<file path="config.mk">
export PLATFORM = sky130hd
export DESIGN_NAME = spi_master_gen
export DESIGN_NICKNAME = d
export VERILOG_FILES = /design/src/rtl/spi_master_gen.sv
export SDC_FILE = /design/constraint.sdc
export NUM_CORES = 1
export LEC_CHECK = 0
export BUFFER_PORTS_ARGS = -buffer_cell sky130_fd_sc_hd__buf_4
export CORE_MARGIN = 2
export CORE_UTILIZATION = 30
export DETAILED_ROUTE_END_ITERATION = 8
export HOLD_SLACK_MARGIN = 0.08
export SYNTH_ARGS = -nofsm -noshare
export SYNTH_HDL_FRONTEND = slang
export SYNTH_SLANG_ARGS = --single-unit
export TNS_END_PERCENT = 50
</file>
<file path="constraint.sdc">
create_clock -name clk -period 3.59 [get_ports clk]
set_clock_uncertainty 0.2 [all_clocks]
set_input_delay 0.5385 -clock clk [delete_from_list [all_inputs] [get_ports clk]]
set_output_delay 0.5385 -clock clk [all_outputs]
set_load 0.03 [all_outputs]
</file>
<file path="src/rtl/spi_master_gen.sv">
// Parametrised SPI master: DATA_W-bit words, CLK_DIV half-period, NUM_CS selects, modes 0-3.
// Define SPI_LSB_FIRST_EN to add the lsb_first port for LSB-first transfers.
module spi_master_gen #(
   parameter int DATA_W  = 8,
   parameter int CLK_DIV = 4,
   parameter int NUM_CS  = 1
) (
   input  logic                                      clk,
   input  logic                                      reset,
   input  logic                                      start,
   input  logic                                      cpol,
   input  logic                                      cpha,
   input  logic [((NUM_CS > 1) ? $clog2(NUM_CS) : 1)-1:0] cs_sel,
   input  logic [DATA_W-1:0]                         data_in,
`ifdef SPI_LSB_FIRST_EN
   input  logic                                      lsb_first,
`endif
   input  logic                                      MISO,
   output logic                                      MOSI,
   output logic                                      SCK,
   output logic [NUM_CS-1:0]                         CS,
   output logic [DATA_W-1:0]                         data_out,
   output logic                                      done,
   output logic                                      busy
);

   localparam int CW = (CLK_DIV > 1) ? $clog2(CLK_DIV) : 1;
   localparam int EW = $clog2(2 * DATA_W + 1);
   localparam logic [CW-1:0] CNT_LAST  = CW'(CLK_DIV - 1);
   localparam logic [EW-1:0] EDGE_LAST = EW'(2 * DATA_W);

   typedef enum logic [2:0] {IDLE, SETUP, XFER, HOLD, DONE} state_t;

   state_t              state, state_d;
   logic [CW-1:0]       cnt, cnt_d;
   logic [EW-1:0]       edges, edges_d, edge_n;
   logic [DATA_W-1:0]   tx_sr, tx_d, rx_sr, rx_d, data_out_d;
   logic                cpol_q, cpha_q, lsb_q;
   logic                cpol_d, cpha_d, lsb_d;
   logic                sck_d, mosi_d, done_d, busy_d;
   logic [NUM_CS-1:0]   cs_d;
   logic                lsb_in, cnt_end, lead, smp, drv;

`ifdef SPI_LSB_FIRST_EN
   assign lsb_in = lsb_first;
`else
   assign lsb_in = 1'b0;
`endif

   function automatic logic first_bit(input logic [DATA_W-1:0] w,
                                      input logic lsb);
      return lsb ? w[0] : w[DATA_W-1];
   endfunction

   function automatic logic [DATA_W-1:0] shift_word(input logic [DATA_W-1:0] w,
                                                    input logic lsb);
      return lsb ? {1'b0, w[DATA_W-1:1]} : {w[DATA_W-2:0], 1'b0};
   endfunction

   always_ff @(posedge clk) begin
      if (reset) begin
         state    <= IDLE;
         cnt      <= '0;
         edges    <= '0;
         tx_sr    <= '0;
         rx_sr    <= '0;
         cpol_q   <= 1'b0;
         cpha_q   <= 1'b0;
         lsb_q    <= 1'b0;
         SCK      <= 1'b0;
         MOSI     <= 1'b0;
         CS       <= '1;
         data_out <= '0;
         done     <= 1'b0;
         busy     <= 1'b0;
      end else begin
         state    <= state_d;
         cnt      <= cnt_d;
         edges    <= edges_d;
         tx_sr    <= tx_d;
         rx_sr    <= rx_d;
         cpol_q   <= cpol_d;
         cpha_q   <= cpha_d;
         lsb_q    <= lsb_d;
         SCK      <= sck_d;
         MOSI     <= mosi_d;
         CS       <= cs_d;
         data_out <= data_out_d;
         done     <= done_d;
         busy     <= busy_d;
      end
   end

   always_comb begin
      state_d    = state;
      cnt_d      = cnt;
      edges_d    = edges;
      tx_d       = tx_sr;
      rx_d       = rx_sr;
      cpol_d     = cpol_q;
      cpha_d     = cpha_q;
      lsb_d      = lsb_q;
      sck_d      = SCK;
      mosi_d     = MOSI;
      cs_d       = CS;
      data_out_d = data_out;
      done_d     = 1'b0;
      busy_d     = busy;
      cnt_end    = (cnt == CNT_LAST);
      edge_n     = edges + 1'b1;
      lead       = edge_n[0];
      smp        = cpha_q ? !lead : lead;
      // CPHA=0 already put bit 0 out in SETUP, so it has no drive on the last edge
      drv        = cpha_q ? lead : (!lead && edge_n != EDGE_LAST);

      unique case (state)
         IDLE: begin
            sck_d   = cpol;
            mosi_d  = 1'b0;
            cnt_d   = '0;
            edges_d = '0;
            if (start && int'(cs_sel) < NUM_CS) begin
               state_d = SETUP;
               cpol_d  = cpol;
               cpha_d  = cpha;
               lsb_d   = lsb_in;
               cs_d    = ~(NUM_CS'(1) << cs_sel);
               busy_d  = 1'b1;
               rx_d    = '0;
               if (!cpha) begin
                  mosi_d = first_bit(data_in, lsb_in);
                  tx_d   = shift_word(data_in, lsb_in);
               end else begin
                  tx_d   = data_in;
               end
            end
         end
         SETUP: begin
            cnt_d = cnt + 1'b1;
            if (cnt_end) begin
               cnt_d   = '0;
               state_d = XFER;
            end
         end
         XFER: begin
            cnt_d = cnt + 1'b1;
            if (cnt_end) begin
               cnt_d   = '0;
               sck_d   = ~SCK;
               edges_d = edge_n;
               if (smp) begin
                  rx_d = lsb_q ? {MISO, rx_sr[DATA_W-1:1]}
                               : {rx_sr[DATA_W-2:0], MISO};
               end
               if (drv) begin
                  mosi_d = first_bit(tx_sr, lsb_q);
                  tx_d   = shift_word(tx_sr, lsb_q);
               end
               if (edge_n == EDGE_LAST) state_d = HOLD;
            end
         end
         HOLD: begin
            cnt_d = cnt + 1'b1;
            if (cnt_end) begin
               cnt_d      = '0;
               state_d    = DONE;
               cs_d       = '1;
               mosi_d     = 1'b0;
               done_d     = 1'b1;
               data_out_d = rx_sr;
            end
         end
         DONE: begin
            state_d = IDLE;
            busy_d  = 1'b0;
            sck_d   = cpol_q;
         end
         default: state_d = IDLE;
      endcase
   end

endmodule

</file>
==> run summary <==
Worst Hold Slack: 0.257 ns
post-route ant nets: 0
Clk pwr share: 0.393
setup slack, reg-to-reg: 1.14 ns
mux cell area share after synthesis: 0.0427
first-pass GRT wire length: 7450 um
Net Switching: 0.198 mW
Worst setup SP type: flip-flop
Cell Area, Placed: 0.00211 mm^2
Placed Cells: 322
initial antenna violation count: 0
# setup viols final: 0
largest net degree at the start of global routing: 42
die span in x: 83.1 um
Port Buf Inserts: 27
Synth Area in Simple Gates: 0.271
post-route insts no fill: 329
Power Density: 405 mW/mm^2
CTS clk-pin slew, worst paths: 0.08 ns
Synth Area in XOR/XNOR: 0.00933
Sw Share: 0.221
required time of the critical path: 3.56 ns
CTS H-tree lvls: 2
post-cts resize count: 0
vias per cell: 5.24
Cell variety after synth: 36
gpl congestion: 0.827
Final HPWL DP: 2870 um
maximum VDD drop: 0.175 mV
Hold Crit Class: reg2reg
share of cells above drive strength 1: 0.150
grt peak-use layer: met2
post-route cell area: 0.00221 mm^2
kind of critical path: reg2reg
Clock Latency Late Sink: 0.29 ns
gr usage total: 0.127
post-layout util: 0.369
GR Overflow Total: 0
CTS tree: yes
Synth Area per Inst: 7.99 um^2
GR Util met1: 0.168
Yosys reg bits: 41
post-CTS setup buffer count: 0
Final Cycle Share: 0.684
core area: 0.00599 mm^2
I/O Pins: 28
Site Rows: 28
outcome: completed
Design Power: 0.896 mW
Worst EP arrival: 2.42 ns
Internal: 0.698 mW
Layout area overhead: 17.9%
sequential area share after synthesis: 0.437
met2 GRT Util: 0.204
Worst setup EP type: flip-flop
Compound-Gate Fraction of Synth Area: 0.184
fraction of registers with async set/reset: 0
Routed wire per std cell: 13.1 um
Mapped Cells: 235
largest family of logic cells by synthesized area: simple AND/OR/NAND/NOR gates
RSZ-0062 raised after global routing: no
clock buffer depth: 2
Yosys warning count: 0
relative slew slack: 0.574
Reg area: 821 um^2
Initial Util: 0.313
worst-path fanout max: 20
Max Clock Freq: 407 MHz
post-detailed-route DRC marker count: 0
Syn Std Cell Area: 0.00188 mm^2
worst setup margin: 1.14 ns
Initial DRC Count: 101
final setup TNS: 0 ns
routed via count: 1724
final WL: 4300 um
Root Driver: clkbuf_8
Die Area: 0.00690 mm^2
Logic pwr share: 0.081
Fin. Hold Viols: 0
leakage: 0.843 nW
commonest non-fill, non-tap cell in the layout: nand2_1
die height: 83.1 um
Sequential Power Share: 0.526
syn_nets: 252
vias in the first global route: 1628
clock sinks: 41
Top FF cell, synth: dfxtp_1
EDFF count, synth: 0
# Max-Cap Violations: 0
Fill cells: 626
most frequent cells in the layout: nand2_1, dfxtp_1, a21oi_1, buf_4, nor2_1
met3 Use GR: 0.0348
CTS Buf Count: 5
Multi-input gate area: 976 um^2
fin crit period: 2.45 ns
fin. max-slew vios: 0
antenna cells: 0
worst slew pin tran: 0.637 ns
DRT Pass-1 Iters: 4
Synth Area in Adders: 0.0133
Place WS: 1.17 ns
nets@finish: 271
hold_buf cts: 0
-- sequential cells by signal, summed over array words and instances (netlist names) --
signal and cells:
rx_sr 8, busy 1, tx_sr 8, done 1, cpha_q 1, cpol_q 1
cnt 2, SCK 1, state 3, MOSI 1, CS 1, edges 5
data_out 8
-- power by group through the flow --
stage | Clock (mW) | Combinational [mW] | Sequential [mW]
final | 0.352 | 0.0727 | 0.472
after global routing | 0.378 | 0.0811 | 0.473
after CTS | 0.362 | 0.0734 | 0.472
after detailed placement | 0 | 0.0731 | 0.482
after global placement | 0 | 0.0725 | 0.482
after floorplan | 0 | 0.0428 | 0.484
-- worst max-delay path, stage by stage, from the launching register on --
cell and delay [ns]:
dfxtp_1 0.73, or3b_1 0.67, o221a_2 0.38, o21ai_0 0.10, mux2i_1 0.21, nor2_1 0.05
-- cell type report --
class	instances	area share
inverter	2	0.00339
clock inverter	2	0.0158
sequential	41	0.371
multi-input combinational	176	0.441
clock buffer	5	0.0311
tap	75	0.0424
timing repair buffer	28	0.0950
-- synthesized netlist by cell type (2+ instances only) --
cell type | instances | area [um^2]
nand2_1 | 43 | 161
dfxtp_1 | 41 | 821
a21oi_1 | 35 | 175
nor2_1 | 22 | 82.6
nand4_1 | 12 | 75.1
clkbuf_1 | 11 | 41.3
nand3_1 | 10 | 50.1
mux2i_1 | 8 | 80.1
a221o_1 | 6 | 60.1
nor3_1 | 6 | 30.0
and3_1 | 4 | 25.0
buf_2 | 4 | 20.0
nor2b_1 | 3 | 18.8
o21ai_0 | 3 | 15.0
and2_1 | 2 | 12.5
ha_1 | 2 | 25.0
inv_1 | 2 | 7.51
nor3b_1 | 2 | 15.0
nor4_1 | 2 | 12.5
-- final timing paths --
kind	start	to	cells after the start
max	state[1]	MOSI	5
min	data_out[6]	data_out[6]	2
max reg2reg	state[1]	MOSI	5
min reg2reg	data_out[6]	data_out[6]	2
-- per-layer routing --
metal / wire (um) / part of all wire
met1: 2120 / 0.49
met5: 0 / 0
met4: 22 / 0.0051
met3: 206 / 0.048
met2: 1960 / 0.45
-- kinds of logic after synthesis --
logic type / after synthesis
buf+inv: 18
fa+ha+maj: 2
xor+xnor: 2
simple gates: 109
mux: 8
flops: 41
compound gates: 55
Power figures use the tool's default switching activity.
